===== config.mk =====
export PLATFORM = sky130hd
export DESIGN_NAME = ram_arbiter_flat
export DESIGN_NICKNAME = d
export VERILOG_FILES = /design/src/rtl/ram_arbiter_if.sv /design/src/rtl/ram_arbiter.sv /design/src/flat_wrapper.sv
export SDC_FILE = /design/constraint.sdc
export NUM_CORES = 1
export LEC_CHECK = 0
export CAP_MARGIN = 20
export CORE_AREA = 2 2 68 134
export CTS_BUF_LIST = sky130_fd_sc_hd__clkbuf_4
export CTS_CLUSTER_SIZE = 40
export DETAILED_ROUTE_END_ITERATION = 8
export DIE_AREA = 0 0 70 136
export PLACE_DENSITY = 0.86
export SETUP_SLACK_MARGIN = 0.1
export SLEW_MARGIN = 10
export SYNTH_ARGS = -nofsm -noshare
export SYNTH_HDL_FRONTEND = slang
export SYNTH_SLANG_ARGS = --single-unit

===== constraint.sdc =====
create_clock -name clk_sys -period 2.1 [get_ports clk_sys]
set_clock_uncertainty 0.15 [all_clocks]
set_input_delay 0.525 -clock clk_sys [delete_from_list [all_inputs] [get_ports clk_sys]]
set_output_delay 0.525 -clock clk_sys [all_outputs]
set_load 0.1 [all_outputs]

===== src/rtl/ram_arbiter_if.sv =====
// Bus bundle for the RAM arbiter: the three requester channels, the shared
// read-data/status returns and the single-port RAM strobe interface.
interface ram_arbiter_if;
    // loader (write-only) channel
    logic        ld_req;
    logic [24:0] ld_addr;
    logic [7:0]  ld_din;
    logic        ld_ack;
    // floppy buffer (read-only) channel
    logic        fd_req;
    logic [24:0] fd_addr;
    logic        fd_ack;
    // CPU channel
    logic        cpu_req;
    logic        cpu_we;
    logic [24:0] cpu_addr;
    logic [7:0]  cpu_din;
    logic        cpu_ack;
    logic        cpu_wait;
    // shared returns
    logic [7:0]  rd_data;
    logic        busy;
    logic        timeout_err;
    // RAM side
    logic [24:0] mem_addr;
    logic [7:0]  mem_din;
    logic        mem_rd;
    logic        mem_we;
    logic        mem_ready;
    logic [7:0]  mem_dout;

    // arbiter view
    modport slave (
        input  ld_req, ld_addr, ld_din, fd_req, fd_addr,
        input  cpu_req, cpu_we, cpu_addr, cpu_din,
        input  mem_ready, mem_dout,
        output ld_ack, fd_ack, cpu_ack, cpu_wait, rd_data, busy, timeout_err,
        output mem_addr, mem_din, mem_rd, mem_we
    );

    // requester / RAM-model view
    modport master (
        output ld_req, ld_addr, ld_din, fd_req, fd_addr,
        output cpu_req, cpu_we, cpu_addr, cpu_din,
        output mem_ready, mem_dout,
        input  ld_ack, fd_ack, cpu_ack, cpu_wait, rd_data, busy, timeout_err,
        input  mem_addr, mem_din, mem_rd, mem_we
    );
endinterface


===== src/rtl/ram_arbiter.sv =====
// Three-way arbiter in front of a single-port byte RAM. Loader writes beat
// floppy reads beat CPU accesses, except that the CPU is forced through once
// it has been passed over STARVE_MAX times in a row. Each access runs
// IDLE -> ISSUE -> WAIT -> DONE; a RAM that never answers is cut off after
// TIMEOUT wait cycles and the access completes with 0xFF read data.
module ram_arbiter #(
    parameter int STARVE_MAX = 2,
    parameter int TIMEOUT    = 64
) (
    input  logic         clk_sys,
    input  logic         reset,
    ram_arbiter_if.slave bus
);
    localparam int            SW         = (STARVE_MAX < 2) ? 1 : $clog2(STARVE_MAX + 1);
    localparam logic [SW-1:0] STARVE_LIM = SW'(STARVE_MAX);
    localparam logic [7:0]    TMO_LAST   = 8'(TIMEOUT - 1);

    typedef enum logic [1:0] {S_IDLE, S_ISSUE, S_WAIT, S_DONE} state_t;
    typedef enum logic [1:0] {OWN_LD, OWN_FD, OWN_CPU} owner_t;

    state_t        r_state;
    owner_t        r_owner;
    logic          r_we;
    logic [SW-1:0] r_starve;
    logic [7:0]    r_tmo;
    logic          r_ld_ack;
    logic          r_fd_ack;
    logic          r_cpu_ack;
    logic          r_mem_rd;
    logic          r_mem_we;
    logic [24:0]   r_mem_addr;
    logic [7:0]    r_mem_din;
    logic [7:0]    r_rd_data;
    logic          r_busy;
    logic          r_timeout_err;

    logic          w_any_req;
    logic          w_cpu_first;
    logic          w_gnt_ld;
    logic          w_gnt_fd;
    logic          w_gnt_cpu;

    assign w_any_req   = bus.ld_req || bus.fd_req || bus.cpu_req;
    assign w_cpu_first = bus.cpu_req && (r_starve == STARVE_LIM);

    // Winner of the current IDLE cycle; starvation override beats fixed priority
    always_comb begin
        w_gnt_ld  = 1'b0;
        w_gnt_fd  = 1'b0;
        w_gnt_cpu = 1'b0;
        if (w_cpu_first) begin
            w_gnt_cpu = 1'b1;
        end else if (bus.ld_req) begin
            w_gnt_ld = 1'b1;
        end else if (bus.fd_req) begin
            w_gnt_fd = 1'b1;
        end else if (bus.cpu_req) begin
            w_gnt_cpu = 1'b1;
        end
    end

    // Transaction FSM with all registered outputs and the starvation counter
    always_ff @(posedge clk_sys) begin
        if (reset) begin
            r_state       <= S_IDLE;
            r_owner       <= OWN_LD;
            r_we          <= 1'b0;
            r_starve      <= '0;
            r_tmo         <= 8'd0;
            r_ld_ack      <= 1'b0;
            r_fd_ack      <= 1'b0;
            r_cpu_ack     <= 1'b0;
            r_mem_rd      <= 1'b0;
            r_mem_we      <= 1'b0;
            r_mem_addr    <= 25'd0;
            r_mem_din     <= 8'd0;
            r_rd_data     <= 8'hFF;
            r_busy        <= 1'b0;
            r_timeout_err <= 1'b0;
        end else begin
            // acks and strobes are single-cycle pulses
            r_ld_ack  <= 1'b0;
            r_fd_ack  <= 1'b0;
            r_cpu_ack <= 1'b0;
            r_mem_rd  <= 1'b0;
            r_mem_we  <= 1'b0;

            // count consecutive non-CPU grants only while the CPU is waiting
            if (!bus.cpu_req) begin
                r_starve <= '0;
            end else if (r_state == S_IDLE && w_gnt_cpu) begin
                r_starve <= '0;
            end else if (r_state == S_IDLE && (w_gnt_ld || w_gnt_fd) && r_starve != STARVE_LIM) begin
                r_starve <= r_starve + SW'(1);
            end

            case (r_state)
                S_IDLE: begin
                    if (w_any_req) begin
                        r_state <= S_ISSUE;
                        r_busy  <= 1'b1;
                        if (w_gnt_ld) begin
                            r_owner    <= OWN_LD;
                            r_we       <= 1'b1;
                            r_mem_we   <= 1'b1;
                            r_mem_addr <= bus.ld_addr;
                            r_mem_din  <= bus.ld_din;
                        end else if (w_gnt_fd) begin
                            r_owner    <= OWN_FD;
                            r_we       <= 1'b0;
                            r_mem_rd   <= 1'b1;
                            r_mem_addr <= bus.fd_addr;
                            r_mem_din  <= 8'd0;
                        end else begin
                            r_owner    <= OWN_CPU;
                            r_we       <= bus.cpu_we;
                            r_mem_we   <= bus.cpu_we;
                            r_mem_rd   <= !bus.cpu_we;
                            r_mem_addr <= bus.cpu_addr;
                            r_mem_din  <= bus.cpu_din;
                        end
                    end
                end
                S_ISSUE: begin
                    // strobe drops here; mem_ready in this cycle is not a completion
                    r_state <= S_WAIT;
                    r_tmo   <= 8'd0;
                end
                S_WAIT: begin
                    if (bus.mem_ready || r_tmo == TMO_LAST) begin
                        r_state <= S_DONE;
                        if (!r_we) begin
                            r_rd_data <= bus.mem_ready ? bus.mem_dout : 8'hFF;
                        end
                        if (!bus.mem_ready) begin
                            r_timeout_err <= 1'b1;
                        end
                        case (r_owner)
                            OWN_LD:  r_ld_ack  <= 1'b1;
                            OWN_FD:  r_fd_ack  <= 1'b1;
                            default: r_cpu_ack <= 1'b1;
                        endcase
                    end else begin
                        r_tmo <= r_tmo + 8'd1;
                    end
                end
                default: begin
                    // DONE: ack is visible this cycle, arbitrate again next cycle
                    r_state <= S_IDLE;
                    r_busy  <= 1'b0;
                end
            endcase
        end
    end

    assign bus.ld_ack      = r_ld_ack;
    assign bus.fd_ack      = r_fd_ack;
    assign bus.cpu_ack     = r_cpu_ack;
    assign bus.cpu_wait    = bus.cpu_req && !r_cpu_ack;
    assign bus.rd_data     = r_rd_data;
    assign bus.busy        = r_busy;
    assign bus.timeout_err = r_timeout_err;
    assign bus.mem_addr    = r_mem_addr;
    assign bus.mem_din     = r_mem_din;
    assign bus.mem_rd      = r_mem_rd;
    assign bus.mem_we      = r_mem_we;
endmodule


===== src/flat_wrapper.sv =====
// flat-port wrapper written by rule: the top's interface ports become plain ports
module ram_arbiter_flat 
#(
    parameter int STARVE_MAX = 2,
    parameter int TIMEOUT    = 64
)
  (clk_sys, reset, bus_ld_req, bus_ld_addr, bus_ld_din, bus_fd_req, bus_fd_addr, bus_cpu_req, bus_cpu_we, bus_cpu_addr, bus_cpu_din, bus_mem_ready, bus_mem_dout, bus_ld_ack, bus_fd_ack, bus_cpu_ack, bus_cpu_wait, bus_rd_data, bus_busy, bus_timeout_err, bus_mem_addr, bus_mem_din, bus_mem_rd, bus_mem_we);
  ram_arbiter_if bus_i ();
  input  logic clk_sys;
  input  logic reset;
  input wire logic [$bits(bus_i.ld_req)-1:0] bus_ld_req;
  input wire logic [$bits(bus_i.ld_addr)-1:0] bus_ld_addr;
  input wire logic [$bits(bus_i.ld_din)-1:0] bus_ld_din;
  input wire logic [$bits(bus_i.fd_req)-1:0] bus_fd_req;
  input wire logic [$bits(bus_i.fd_addr)-1:0] bus_fd_addr;
  input wire logic [$bits(bus_i.cpu_req)-1:0] bus_cpu_req;
  input wire logic [$bits(bus_i.cpu_we)-1:0] bus_cpu_we;
  input wire logic [$bits(bus_i.cpu_addr)-1:0] bus_cpu_addr;
  input wire logic [$bits(bus_i.cpu_din)-1:0] bus_cpu_din;
  input wire logic [$bits(bus_i.mem_ready)-1:0] bus_mem_ready;
  input wire logic [$bits(bus_i.mem_dout)-1:0] bus_mem_dout;
  output wire logic [$bits(bus_i.ld_ack)-1:0] bus_ld_ack;
  output wire logic [$bits(bus_i.fd_ack)-1:0] bus_fd_ack;
  output wire logic [$bits(bus_i.cpu_ack)-1:0] bus_cpu_ack;
  output wire logic [$bits(bus_i.cpu_wait)-1:0] bus_cpu_wait;
  output wire logic [$bits(bus_i.rd_data)-1:0] bus_rd_data;
  output wire logic [$bits(bus_i.busy)-1:0] bus_busy;
  output wire logic [$bits(bus_i.timeout_err)-1:0] bus_timeout_err;
  output wire logic [$bits(bus_i.mem_addr)-1:0] bus_mem_addr;
  output wire logic [$bits(bus_i.mem_din)-1:0] bus_mem_din;
  output wire logic [$bits(bus_i.mem_rd)-1:0] bus_mem_rd;
  output wire logic [$bits(bus_i.mem_we)-1:0] bus_mem_we;
  assign bus_i.ld_req = bus_ld_req;
  assign bus_i.ld_addr = bus_ld_addr;
  assign bus_i.ld_din = bus_ld_din;
  assign bus_i.fd_req = bus_fd_req;
  assign bus_i.fd_addr = bus_fd_addr;
  assign bus_i.cpu_req = bus_cpu_req;
  assign bus_i.cpu_we = bus_cpu_we;
  assign bus_i.cpu_addr = bus_cpu_addr;
  assign bus_i.cpu_din = bus_cpu_din;
  assign bus_i.mem_ready = bus_mem_ready;
  assign bus_i.mem_dout = bus_mem_dout;
  assign bus_ld_ack = bus_i.ld_ack;
  assign bus_fd_ack = bus_i.fd_ack;
  assign bus_cpu_ack = bus_i.cpu_ack;
  assign bus_cpu_wait = bus_i.cpu_wait;
  assign bus_rd_data = bus_i.rd_data;
  assign bus_busy = bus_i.busy;
  assign bus_timeout_err = bus_i.timeout_err;
  assign bus_mem_addr = bus_i.mem_addr;
  assign bus_mem_din = bus_i.mem_din;
  assign bus_mem_rd = bus_i.mem_rd;
  assign bus_mem_we = bus_i.mem_we;
  ram_arbiter #(.STARVE_MAX(STARVE_MAX), .TIMEOUT(TIMEOUT)) u_core (.clk_sys(clk_sys), .reset(reset), .bus(bus_i));
endmodule

==> results of run 1 <==
[layout by cell type, fill, tap and decap left out, types with 10 or more instances in the layout]
cell	Yosys	routed
o21ai_0	22	22
a22oi_1	11	11
a21oi_1	35	35
nor2b_1	12	11
clkdlybuf4s50_1	0	102
buf_4	6	31
o21ai_1	12	12
nand3_1	13	13
buf_12	0	53
nor2_1	43	43
nand2_1	35	35
o211ai_1	10	10
and3_1	18	18
dfxtp_1	63	62
[area by class of cell]
type                    count  area share (%)
diodes                      1          0.0432
multi-input cells         296            31.8
clock inverters             7            1.92
flip-flops and latches     63            21.8
inverters                   7           0.453
clock buffers               9            1.17
well taps                 100            2.16
repair buffers            191            40.7
[per-layer routing]
layer | GRT usage [%] | vias up
met3 | 5.49 | 41
met2 | 46.2 | 170
met4 | 13.2 | 0
li1 | - | 1793
met1 | 24.0 | 1765
met5 | 0 | -
[sequential cells by signal (all words and copies together) (netlist names)]
signal / count
u_core.bus.mem_addr: 25
u_core.bus.mem_din: 8
u_core.bus.rd_data: 8
u_core.r_tmo: 8
u_core.r_owner: 2
u_core.r_starve: 2
u_core.r_state: 2
u_core.bus.busy: 1
u_core.bus.cpu_ack: 1
u_core.bus.fd_ack: 1
u_core.bus.ld_ack: 1
u_core.bus.mem_rd: 1
u_core.bus.mem_we: 1
u_core.bus.timeout_err: 1
u_core.r_we: 1
[worst max-delay path, delay by kind of cell, from the launching register on]
kind,cells,cell delay [ns]
buffers and inverters,1,0.09
multiplexers,1,0.18
adder cells (fa/ha/maj),1,0.43
flip-flops,1,0.39
AO/OA/AOI/OAI,1,0.23
AND/OR/NAND/NOR,2,0.41
[per-stage QoR]
stage / utilization [%] / power (uW) / setup TNS, ns / setup slack (ns) / hold WS (ns)
after floorplan: - / 4300 / 0 / 0.110 / 0.262
after global placement: 65.5 / 5900 / -6.35 / -0.239 / 0.305
after detailed placement: 65.5 / 5990 / -9.81 / -0.374 / 0.323
after CTS: 67.7 / 7060 / 0 / 0.0858 / 0.232
after global routing: 68.0 / 7330 / 0 / 0.0629 / 0.226
final: 68.0 / 7070 / 0 / 0.169 / 0.242
[repair_timing]
action | CTS | global route
setup endpoints to repair | 4 | 19
hold buffers | 0 | 0
resized for setup | 4 | 8
[worst max path at each step]
stage,end,slack (ns),depth (start not counted)
3_5_place_dp,u_core.bus.mem_addr[7],-0.37,5
6_report,u_core.r_tmo[3],0.17,6
5_1_grt,u_core.bus.fd_ack,0.06,6
3_3_place_gp,u_core.bus.mem_addr[6],-0.24,5
2_1_floorplan,bus_cpu_wait,0.11,3
4_1_cts,bus_cpu_wait,0.09,4
[cell families (layout without fill, tap and decap cells)]
family | count (synthesis) | count (layout) | share of synthesized area (%)
other cells | 0 | 1 | 0
compound gates | 138 | 138 | 29.2
flops | 63 | 63 | 38.4
simple gates | 151 | 151 | 23.4
buf+inv | 42 | 214 | 6.43
fa+ha+maj | 5 | 5 | 1.90
mux | 2 | 2 | 0.609
[Yosys cell counts (all sizes together)]
cell	n
a211oi	2
a21bo	1
a21boi	1
a21o	1
a21oi	45
a221oi	12
a222oi	3
a22oi	11
a311o	1
a31o	1
a31oi	2
a32o	1
and2	3
and3	18
and4	1
and4bb	1
buf	19
clkbuf	16
dfxtp	63
ha	5
inv	7
mux2i	2
nand2	35
nand2b	5
nand3	13
nand3b	3
nand4b	1
nor2	43
nor2b	12
nor3	7
nor3b	5
nor4	2
o211ai	10
o21ai	34
o21ba	1
o21bai	1
o22ai	3
o2bb2ai	1
o311ai	2
o31a	1
o31ai	3
o41ai	1
or3	1
or4	1
[report_power, final]
group | total, uW | internal [uW] | switching, uW
sequential | 1720 | 1450 | 271
combinational | 4290 | 1670 | 2620
clock | 1060 | 595 | 464
total | 7070 | 3720 | 3350
==> impl_metrics.tcl, run 1 <==
set metrics [dict create \
    drc 0 \
    highest_layer "met4" \
    path_class "flip-flop to flip-flop" \
    cp_max_fo 9 \
    fmax_ghz 0.518 \
    fillers 645 \
    cts_max_path_buffers 2 \
    antenna_found_initial 1 \
    cts_setup_buffers 0 \
    die_h_um 136 \
    synthDistinctLibCells 54 \
    fin_crit_ns 1.93 \
    grt_max_degree 28 \
    path_clk_slew_ns 0.11 \
    wl_mm 11.8 \
    first_pass_iters 5 \
    grt_pass1_wl_mm 18.2 \
    numCtsBuffers 9 \
    met2_length_mm 6.57 \
    critPathMaxStageDelay_ns 0.43 \
    gp_congestion 0.995 \
    hold_start "reset" \
    h-tree-depth 3 \
    multi_input_area_um2 1840 \
    drive_above_1_share_pct 22.5 \
    worst_setup_path_end_kind "flip-flop" \
    initial_core_util_pct 38.5 \
    cts-root-buf "clkbuf_4" \
    max-vdd-ir-drop_v 0.000840 \
    worst_pin_slew_ns 0.412 \
    final_nets 679 \
    fin_cells 674 \
    via_count 3769 \
    regArea_um2 1260 \
    ys_seq_area_share_pct 38.4 \
    finalCritPeriodShare_pct 92.0 \
    dp_hpwl_mm 9.23 \
    path_cells "inv_1 -> ha_2 -> nand2b_1 -> a21oi_4 -> and4_1 -> mux2i_1" \
    rrSetupSlack_ns 0.17 \
    startpoint_type "flip-flop" \
    dieArea_um2 9520 \
    core.rowCount 48 \
    area.growth.synth_to_final_pct 76.3 \
    drv_cap 0 \
    leakagePower_uw 0.00226 \
    syn_nets 512 \
    reg2reg_depth 6 \
    synth.avg_cell_area_um2 8.20 \
    synth_top_area_cell "dfxtp_1" \
    syn_inst 401 \
    setup_viol 0 \
    r2r_start "u_core.r_state[1]" \
    whs_path_depth 2 \
    die_x_um 70 \
    dp_cells 657 \
    wl_met1_mm 4.10 \
    core_area_um2 8530 \
    yosys-top-cells-area "dfxtp_1, a21oi_1, nor2_1, nand2_1, and3_1" \
    ant_nets 0 \
    startpoint "u_core.r_state[1]" \
    final_hold_viol_count 0 \
    grt_pass1_vias 3711 \
    track_usage_pct 24.4 \
    drt_first_iter_violations 210 \
    rsz0062_at_grt "yes" \
    hold_path_end "u_core.r_tmo[0]" \
    clock-sinks 63 \
    ys_warn_count 0 \
    wire_per_inst_um 17.6 \
    ys_ff_latch 63 \
    dpl_cell_area_um2 5590 \
    worstPathRequired_ns 2.31 \
    syn_area_um2 3290 \
    numPortBuffers 154 \
    slowest_stage "ha_2" \
    top_level_ports 155 \
    via_per_inst 5.59 \
    grt_overflow 0 \
    cts_tree "built" \
    arrival_ns 2.14 \
    final_cell_area_um2 5800 \
    drv_slew 0 \
    clk_latency_ns 0.42 \
    min_path_type "primary input to flip-flop" \
    status "complete, no violations" \
    timing.rr.end "u_core.r_tmo[3]" \
    wl_met3_um 640 \
    yosysTopAreaCellShare_pct 38.4 \
    maxSlewHeadroom_pct 72.5 \
    pwr_density_cell_nw_per_um2 1220 \
]
(Power assumes the default switching activity.)
==> run 2, diff against run 1 <==
Settings changed: CORE_AREA 2 2 68 134 to 2 2 65 129, DIE_AREA 0 0 70 136 to 0 0 67 131, PLACE_DENSITY 0.86 to 0.92.
==> run 2 against run 1 <==
  * Routed wire length fell by 5.3%
  * Clock power fell by 23%
  * Sequential power barely moved
  * Clock-buffer cell count rose by 1
  * Fmax fell by 1.5%
  * Sequential share of layout area rose by 0.47 points
  * Critical endpoint is now u_core.bus.mem_addr[2]
==> impl_metrics.tcl, run 2 (synthesized netlist as in run 1, its figures left out) <==
set metrics [dict create \
    core_area_um2 7830 \
    track_usage_pct 26.9 \
    startpoint_type "primary input" \
    dp_hpwl_mm 8.62 \
    area.growth.synth_to_final_pct 72.4 \
    worst_setup_path_end_kind "flip-flop" \
    first_pass_iters 5 \
    dp_cells 649 \
    die_x_um 67 \
    fin_crit_ns 1.96 \
    grt_overflow 0 \
    drive_above_1_share_pct 22.3 \
    cts_max_path_buffers 2 \
    min_path_type "flip-flop to flip-flop" \
    hold_start "u_core.r_owner[0]" \
    fillers 566 \
    via_count 3753 \
    cts-root-buf "clkbuf_4" \
    top_level_ports 155 \
    setup_viol 0 \
    path_clk_slew_ns 0.11 \
    core.rowCount 46 \
    maxSlewHeadroom_pct 65.1 \
    grt_pass1_wl_mm 18.2 \
    grt_pass1_vias 3787 \
    final_common_cell "clkdlybuf4s50_1" \
    final_nets 675 \
    grt_max_degree 23 \
    drt_first_iter_violations 432 \
    wl_mm 11.2 \
    drv_cap 0 \
    reg2reg_depth 6 \
    startpoint "bus_fd_req" \
    timing.rr.end "u_core.r_tmo[5]" \
    fin_cells 665 \
    dp_slack_ns -0.287 \
    gp_congestion 0.860 \
    worst_pin_slew_ns 0.521 \
    final_hold_viol_count 0 \
    status "complete, no violations" \
    drc 0 \
    via_per_inst 5.64 \
    clock-sinks 63 \
    die_h_um 131 \
    rsz0062_at_grt "no" \
    numPortBuffers 154 \
    hold_path_end "u_core.bus.ld_ack" \
    dieArea_um2 8780 \
    clk_latency_ns 0.41 \
    finalCritPeriodShare_pct 93.4 \
    ant_nets 0 \
    insertedDiodeCount 0 \
    largest_reg_flops 25 \
    rrSetupSlack_ns 0.22 \
    max-vdd-ir-drop_v 0.000796 \
    drv_slew 0 \
    r2r_start "u_core.r_tmo[0]" \
    h-tree-depth 3 \
    final_cell_mix "clkdlybuf4s50_1, dfxtp_1, buf_12" \
    wire_per_inst_um 16.9 \
    cp_max_fo 13 \
    whs_path_depth 1 \
    path_class "primary input to flip-flop" \
    arrival_ns 2.09 \
    numCtsBuffers 9 \
    pwr_density_cell_nw_per_um2 1180 \
    final_core_utilization_pct 72.4 \
    worstPathRequired_ns 2.23 \
    layout_setup_ws_ns 0.139 \
    antenna_found_initial 0 \
    leakagePower_uw 0.00220 \
    initial_core_util_pct 42.0 \
    cts_tree "built" \
    setup_tns_ns 0 \
    fmax_ghz 0.510 \
]
[run 2: cell types whose count changed in the layout (fill, tap and decap cells not counted), moves of 2 or more]
cell,before,now
bufinv_16,3,1
buf_12,53,51
clkinv_2,1,3
buf_6,2,0
clkinv_1,2,0
[run 2: worst max-delay path, cell delays in order]
cell and delay (ns):
clkdlybuf4s50_1 0.53, o31a_2 0.50, and3_1 0.20, a221oi_1 0.20
o21ai_0 0.14
[run 2: worst max path at each step]
stage	to	cells after the start
final	u_core.bus.mem_addr[2]	5
after global routing	u_core.bus.rd_data[2]	6
after CTS	u_core.bus.mem_addr[11]	7
after detailed placement	u_core.bus.mem_addr[3]	5
after global placement	u_core.bus.mem_din[7]	6
after floorplan	bus_cpu_wait	3
[run 2: layer usage]
metal / up-vias / track usage [%] / part of all wire, %
met2: 199 / 45.8 / 51
met5: - / 0 / 0
met4: 0 / 10.2 / 2.4
met1: 1740 / 30.5 / 36
met3: 26 / 8.90 / 10
li1: 1788 / - / -
[run 2: area by class of cell]
cell class                 instances  area [um^2]  area share [%]
clock inverter                     6         61.3            1.08
inverter                           7         26.3           0.464
clock buffer                      10         75.1            1.32
tap                               96          120            2.12
sequential                        63         1260            22.3
timing repair buffer             187         2300            40.5
multi-input combinational        296         1830            32.2
[run 2: what timing repair did]
| item | in CTS | in global routing |
|---|---|---|
| buffers inserted | 0 | 0 |
| gates resized for setup | 1 | 7 |
| setup endpoints to repair | 1 | 22 |
| hold buffers | 0 | 0 |
[run 2: where the power goes]
part	internal (uW)	switching [uW]
combinational	1570	2580
clock	372	448
sequential	1450	273
total	3400	3310
[run 2: through the flow]
| stage | cell area [um^2] | power (uW) | hold WS (ns) |
|---|---|---|---|
| 2_1_floorplan | 3310 | 4300 | 0.262 |
| 4_1_cts | 5660 | 6700 | 0.321 |
| 3_5_place_dp | 5530 | 5870 | 0.313 |
| 3_3_place_gp | 5530 | 5770 | 0.295 |
| 5_1_grt | 5670 | 7010 | 0.339 |
| 6_report | 5670 | 6700 | 0.327 |
